$ cat src/rtl/pixel_clk_reconfig_pkg.sv
// rtl/pixel_clk_reconfig_pkg.sv - shared types and MMCM DRP programming table
// Purpose: pixel clock modes, DRP table entry layout, FSM state encoding and
//          the per-mode list of MMCM registers rewritten on reconfiguration.
// Ports:   none (package).
package common;

  // 640x480 runs at 25.2 MHz (VCO 1260 MHz = 100 * 63 / 5, O = 50);
  // 800x600 runs at 40 MHz   (VCO  800 MHz = 100 *  8 / 1, O = 20).
  typedef enum logic [0:0] {
    PXL_MODE_640X480 = 1'b0,
    PXL_MODE_800X600 = 1'b1
  } pxl_mode_t;

  // mask bits set = keep the bit read back from the MMCM.
  typedef struct packed {
    logic [6:0]  addr;
    logic [15:0] mask;
    logic [15:0] data;
  } drp_entry_t;

  localparam int PXL_DRP_REGS = 8;
  localparam int PXL_IDX_W    = $clog2(PXL_DRP_REGS);

  typedef enum logic [3:0] {
    RESET_HOLD,
    IDLE,
    ASSERT_RST,
    READ,
    WAIT_READ,
    WRITE,
    WAIT_WRITE,
    RELEASE,
    WAIT_LOCK
  } pxl_state_t;

  // Order: POWER, CLKOUT0_REG1, CLKOUT0_REG2, CLKFBOUT_REG1, CLKFBOUT_REG2,
  //        DIVCLK, LOCK_REG1, FILT_REG1.
  localparam drp_entry_t PXL_DRP_TABLE [2][PXL_DRP_REGS] = '{
    '{
      '{7'h28, 16'h0000, 16'hFFFF},
      '{7'h08, 16'h1000, 16'h0659},
      '{7'h09, 16'hFC00, 16'h0000},
      '{7'h14, 16'h1000, 16'h07E0},
      '{7'h15, 16'hFC00, 16'h0080},
      '{7'h16, 16'hC000, 16'h2083},
      '{7'h18, 16'hFC00, 16'h03E8},
      '{7'h4E, 16'h66FF, 16'h0900}
    },
    '{
      '{7'h28, 16'h0000, 16'hFFFF},
      '{7'h08, 16'h1000, 16'h028A},
      '{7'h09, 16'hFC00, 16'h0000},
      '{7'h14, 16'h1000, 16'h0104},
      '{7'h15, 16'hFC00, 16'h0000},
      '{7'h16, 16'hC000, 16'h1041},
      '{7'h18, 16'hFC00, 16'h01F4},
      '{7'h4E, 16'h66FF, 16'h9000}
    }
  };

endpackage

$ cat src/rtl/pixel_clk_reconfig_sync_bit.sv
// rtl/pixel_clk_reconfig_sync_bit.sv - multi-flop synchronizer for one async bit
// Purpose: brings an asynchronous level into the clk_sys_i domain.
// Ports:   clk_sys_i     - destination clock
//          reset_async_i - asynchronous active-high reset, clears all stages
//          d             - asynchronous input level
//          q             - synchronized level, SYNC_STAGES cycles late
module sync_bit #(
  parameter int SYNC_STAGES = 2
) (
  input  logic clk_sys_i,
  input  logic reset_async_i,
  input  logic d,
  output logic q
);

  logic [SYNC_STAGES-1:0] stages;

  always_ff @(posedge clk_sys_i or posedge reset_async_i) begin
    if (reset_async_i) begin
      stages <= '0;
    end else begin
      stages[0] <= d;
      for (int i = 1; i < SYNC_STAGES; i++) begin
        stages[i] <= stages[i-1];
      end
    end
  end

  assign q = stages[SYNC_STAGES-1];

endmodule

$ cat src/rtl/pixel_clk_reconfig.sv
// rtl/pixel_clk_reconfig.sv - MMCM pixel clock reconfiguration sequencer
// Purpose: on request, holds the MMCM in reset, read-modify-writes the
//          per-mode DRP register list, releases reset and waits for lock.
// Ports:   clk_sys_i/reset_async_i   - system clock, async active-high reset
//          req_i/mode_i              - reconfiguration request and target mode
//          busy_o/done_o/error_o     - status: in progress, end pulse, lock timeout
//          ready_o                   - pixel clock locked and sequencer idle
//          mmcm_rst_o/locked_async_i - MMCM RST drive and raw LOCKED
//          drp_*                     - MMCM dynamic reconfiguration port
module pixel_clk_reconfig
  import common::*;
#(
  parameter int LOCK_TIMEOUT = 100000,
  parameter int SYNC_STAGES  = 2
) (
  input  logic        clk_sys_i,
  input  logic        reset_async_i,
  input  logic        req_i,
  input  pxl_mode_t   mode_i,
  output logic        busy_o,
  output logic        done_o,
  output logic        error_o,
  output logic        ready_o,
  output logic        mmcm_rst_o,
  input  logic        locked_async_i,
  output logic [6:0]  drp_addr_o,
  output logic [15:0] drp_di_o,
  input  logic [15:0] drp_do_i,
  output logic        drp_en_o,
  output logic        drp_we_o,
  input  logic        drp_rdy_i
);

  localparam int                   CNT_W    = (LOCK_TIMEOUT > 1) ? $clog2(LOCK_TIMEOUT) : 1;
  localparam logic [CNT_W-1:0]     CNT_LAST = CNT_W'(LOCK_TIMEOUT - 1);
  localparam logic [PXL_IDX_W-1:0] IDX_LAST = PXL_IDX_W'(PXL_DRP_REGS - 1);

  pxl_state_t           state;
  pxl_mode_t            mode_q;
  logic [PXL_IDX_W-1:0] idx;
  logic [CNT_W-1:0]     lock_cnt;
  logic                 seq_active;  // done_o only for requested sequences, not power-up
  logic                 locked_sync;
  drp_entry_t           entry;
  logic [15:0]          merged;

  sync_bit #(
    .SYNC_STAGES(SYNC_STAGES)
  ) u_lock_sync (
    .clk_sys_i    (clk_sys_i),
    .reset_async_i(reset_async_i),
    .d            (locked_async_i),
    .q            (locked_sync)
  );

  assign entry  = PXL_DRP_TABLE[mode_q][idx];
  assign merged = (drp_do_i & entry.mask) | (entry.data & ~entry.mask);

  // MMCM RST edges are registered on leaving ASSERT_RST / RESET_HOLD / RELEASE,
  // so the lock timeout counts from the cycle the MMCM actually sees RST low.
  always_ff @(posedge clk_sys_i or posedge reset_async_i) begin
    if (reset_async_i) begin
      state      <= RESET_HOLD;
      mode_q     <= PXL_MODE_640X480;
      idx        <= '0;
      lock_cnt   <= '0;
      seq_active <= 1'b0;
      mmcm_rst_o <= 1'b1;
      busy_o     <= 1'b1;
      ready_o    <= 1'b0;
      done_o     <= 1'b0;
      error_o    <= 1'b0;
      drp_en_o   <= 1'b0;
      drp_we_o   <= 1'b0;
      drp_addr_o <= '0;
      drp_di_o   <= '0;
    end else begin
      done_o   <= 1'b0;
      drp_en_o <= 1'b0;
      drp_we_o <= 1'b0;
      ready_o  <= locked_sync && (state == IDLE);

      case (state)
        RESET_HOLD: begin
          mmcm_rst_o <= 1'b0;
          lock_cnt   <= '0;
          state      <= WAIT_LOCK;
        end

        IDLE: begin
          if (req_i) begin
            mode_q     <= mode_i;
            busy_o     <= 1'b1;
            idx        <= '0;
            error_o    <= 1'b0;
            seq_active <= 1'b1;
            state      <= ASSERT_RST;
          end
        end

        ASSERT_RST: begin
          mmcm_rst_o <= 1'b1;
          drp_en_o   <= 1'b1;
          drp_addr_o <= entry.addr;
          state      <= READ;
        end

        READ: state <= WAIT_READ;

        WAIT_READ: begin
          if (drp_rdy_i) begin
            drp_di_o <= merged;
            drp_en_o <= 1'b1;
            drp_we_o <= 1'b1;
            state    <= WRITE;
          end
        end

        WRITE: state <= WAIT_WRITE;

        WAIT_WRITE: begin
          if (drp_rdy_i) begin
            if (idx == IDX_LAST) begin
              state <= RELEASE;
            end else begin
              idx        <= idx + 1'b1;
              drp_en_o   <= 1'b1;
              drp_addr_o <= PXL_DRP_TABLE[mode_q][idx + 1'b1].addr;
              state      <= READ;
            end
          end
        end

        RELEASE: begin
          mmcm_rst_o <= 1'b0;
          lock_cnt   <= '0;
          state      <= WAIT_LOCK;
        end

        WAIT_LOCK: begin
          // Lock is tested first so it wins a same-cycle tie with the timeout.
          if (locked_sync) begin
            busy_o     <= 1'b0;
            done_o     <= seq_active;
            seq_active <= 1'b0;
            state      <= IDLE;
          end else if (lock_cnt == CNT_LAST) begin
            busy_o     <= 1'b0;
            done_o     <= seq_active;
            error_o    <= 1'b1;
            seq_active <= 1'b0;
            state      <= IDLE;
          end else if (lock_cnt != '1) begin
            lock_cnt <= lock_cnt + 1'b1;
          end
        end

        default: begin
          mmcm_rst_o <= 1'b1;
          busy_o     <= 1'b1;
          state      <= RESET_HOLD;
        end
      endcase
    end
  end

endmodule
$ cat config.mk
export PLATFORM = sky130hd
export DESIGN_NAME = pixel_clk_reconfig
export DESIGN_NICKNAME = d
export VERILOG_FILES = /design/src/rtl/pixel_clk_reconfig_pkg.sv /design/src/rtl/pixel_clk_reconfig_sync_bit.sv /design/src/rtl/pixel_clk_reconfig.sv
export SDC_FILE = /design/constraint.sdc
export NUM_CORES = 1
export LEC_CHECK = 0
export ABC_CLOCK_PERIOD_IN_PS = 6300
export CAP_MARGIN = 20
export CORE_ASPECT_RATIO = 0.5
export CORE_MARGIN = 4
export CORE_UTILIZATION = 30
export CTS_BUF_LIST = sky130_fd_sc_hd__clkbuf_4
export CTS_CLUSTER_SIZE = 40
export DETAILED_ROUTE_END_ITERATION = 7
export PLACE_DENSITY = 0.48
export SYNTH_ARGS = -nofsm -noshare
export SYNTH_HDL_FRONTEND = slang
export SYNTH_SLANG_ARGS = --single-unit
$ cat constraint.sdc
create_clock -name clk_sys_i -period 6.3 [get_ports clk_sys_i]
set_input_delay 0.945 -clock clk_sys_i [delete_from_list [all_inputs] [get_ports clk_sys_i]]
set_output_delay 0.945 -clock clk_sys_i [all_outputs]
set_load 0.01 [all_outputs]
==> run_results.csv <==
group,metric,value,unit
worst_setup_path,worstSetupPathType,"flip-flop to flip-flop",
sta,period_needed,2.71,ns
sta,drv_slew,0,
floorplanning,die_y,82.9,µm
worst_setup_path,start_kind,"flip-flop",
layout,final_nets,459,
floorplanning,die_area,13100,µm²
global_route,grt_max_degree,59,
cts,cts_htree_levels,3,
cts,numCtsBuffers,9,
sta,hold_ws,0.355,ns
route,drcViolationCount,0,
sta,setup_viol,0,
global_route,track_usage,13.1,%
placed_design,gp_congestion,0.842,
run,cap_viol_max_count,0,
worst_setup_path,critPathRequiredTime,6.59,ns
synthesis,ys_warn_count,0,
cts,tritoncts,"built",
floorplanning,initial_core_util,31.8,%
cts,cts.sinks,58,
route,vias,2905,
synthesis,syn_avg_cell_area,8.83,µm²
worst_setup_path,end_kind,"flip-flop",
run_status,outcome,"complete, no violations",
cts,path_clk_slew,0.10,ns
worst_setup_path,cp-startpoint,"idx[0]$_DFFE_PP0P_",
worst_setup_path,r2r-start,"idx[0]$_DFFE_PP0P_",
cts,cts_root_buf,"clkbuf_4",
sta,relSlewSlack,40.0,%
floorplanning,placementRows,26,
pwr,power_density,418,nW/µm²
route,vias_per_cell,5.12,
sta,grt_setup_unrepaired,"false",
sta,final.setup_skew,0.0189,ns
synthesis,synth_flop_cell,"dfrtp_1",
synthesis,ys_seq_area_share,43.2,%
worst_setup_path,cp.arrival,3.01,ns
pwr,ir_drop,0.000113,V
global_route,grt_pass1_wl,13900,µm
synthesis,syn_inst,381,
layout,fin_util,38.7,%
cts,clk_latency,0.41,ns
synthesis,syn-num-nets,418,
sta,fin_crit_sh,43.1,%
synthesis,yosysTopAreaCell,"dfrtp_1",
cts,ctsResizeCount,0,
floorplanning,boundaryPins,52,
placed_design,dp.final_hpwl,5890,µm
cts,post_cts_buffers,0,
synthesis,synthTopCellsByArea,"dfrtp_1 (42%), o21ai_0 (7.0%), ha_1 (5.6%)",
cts,cts_buffer_depth,2,
synthesis,synth_edf_count,0,
layout,drive_above_1_share,7.49,%
cts,cts_hold_buf,0,
floorplanning,die_w,158,µm
pwr,p_leak,0.00173,µW
layout,final_common_cell,"dfrtp_1",
synthesis,synth-seq-cells,58,
route,initialDrtViolationCount,180,
sta,tightest_slew,0.897,ns
synthesis,synth_cell_type_count,51,
layout,mostFrequentLayoutCells,"dfrtp_1 (56), clkdlybuf4s50_1 (50), nand2_1 (49), o21ai_0 (47), nor2_1 (30)",
route,totalWireLength,8370,µm
layout,area_growth,21.6,%
sta,fmax,369,MHz
sta,final_hold_viol_count,0,
floorplanning,design.core.area,10600,µm²
synthesis,syn-cell-area,3360,µm²
synthesis,postSynth.asyncResetShare,100,%
global_route,grt_pass1_vias,2829,
worst_hold_path,min_path_type,"flip-flop to flip-flop",
global_route,antenna_found_initial,0,
route,wl_per_cell,14.8,µm
placed_design,portBuffers,50,
worst_hold_path,hp-start,"u_lock_sync.stages[0]$_DFF_PP0_",
route,firstDrtPassIters,4,
global_route,gr-total-overflow,0,
sta,finalSetupTns,0,ns
layout,antennaDiodeCount,0,
worst_setup_path,cp_max_fo,20,
route,antenna_left,0,
synthesis,synth_top_area_share,41.7,%
## critical path: stages (launching register included)
cell      delay [ns]
dfrtp_1         0.60
ha_1            0.36
ha_1            0.45
nand2b_1        0.30
a211oi_1        0.31
buf_4           0.24
mux2_2          0.34
## area by class of cell
cell class / count / area, µm²
Inverter: 16 / 60.1
Tap cell: 140 / 175
Clock buffer: 12 / 90.1
Multi-Input combinational cell: 285 / 1750
Timing Repair Buffer: 52 / 515
Fill cell: 1070 / 6480
Sequential cell: 58 / 1450
Clock inverter: 4 / 42.5
## metal layers
metal  part of all wire, %  global-route usage, %  vias to the layer above
met4                  0.81                   4.61                        0
met5                     0                      0                        -
met2                    46                   20.4                       48
met3                   4.1                   4.47                        6
met1                    49                   17.0                     1393
li1                      -                      -                     1458
## power breakdown
| group | total, µW | leakage, µW | internal, µW | switching (µW) |
|---|---|---|---|---|
| Sequential | 622 | 0.000752 | 485 | 137 |
| Combinational | 821 | 0.000902 | 392 | 428 |
| Clock | 268 | 0.0000764 | 132 | 137 |
## metrics by stage
step | instances | area [µm²] | setup WS (ns) | total power, µW
2_1_floorplan | 381 | 3360 | 3.93 | 1150
3_3_place_gp | 551 | 3960 | 3.33 | 1450
3_5_place_dp | 551 | 3960 | 3.29 | 1460
4_1_cts | 567 | 4090 | 3.57 | 1740
5_1_grt | 567 | 4090 | 3.33 | 1870
6_report | 567 | 4090 | 3.59 | 1710
## Yosys cell counts, drive strengths merged, types with 4 or more instances
cell    count
a21oi      25
and2        4
ha         15
nand2      50
mux2i       8
and3        4
nor2b       6
o31ai       6
nor4        5
o21ai      49
buf         4
mux2        5
inv        16
nor2       31
clkbuf     18
a211oi      5
dfrtp      56
nand4       7
a31oi      12
nor3        7
nand3       7
## state kept, by name (all words and copies together) (netlist names)
register / cells
drp_di_o: 16
done_o: 1
mode_q: 1
u_lock_sync.stages: 2
mmcm_rst_o: 1
busy_o: 1
state: 4
error_o: 1
drp_addr_o: 7
lock_cnt: 17
seq_active: 1
idx: 3
drp_en_o: 1
drp_we_o: 1
ready_o: 1
## path summary, 6_finish.rpt
path,cells past startpoint,to,slack (ns)
max in group asynchronous,3,lock_cnt[8]$_DFFE_PP0P_,4.74
worst max-delay path,6,drp_addr_o[2]$_DFFE_PP0P_,3.59
min in group asynchronous,3,drp_di_o[14]$_DFFE_PP0P_,1.08
worst min register to register,0,u_lock_sync.stages[1]$_DFF_PP0_,0.36
worst min-delay path,0,u_lock_sync.stages[1]$_DFF_PP0_,0.36
worst max register to register,6,drp_addr_o[2]$_DFFE_PP0P_,3.59
## logic make-up after synthesis
kind of cell    Yosys count  synth area share [%]
simple gates            138                  20.5
compound gates          116                  21.2
flops                    58                  43.2
buf+inv                  38                  4.65
fa+ha+maj                15                  5.58
mux                      13                  4.06
xor+xnor                  3                 0.781
Power figures use the tool's default switching activity.
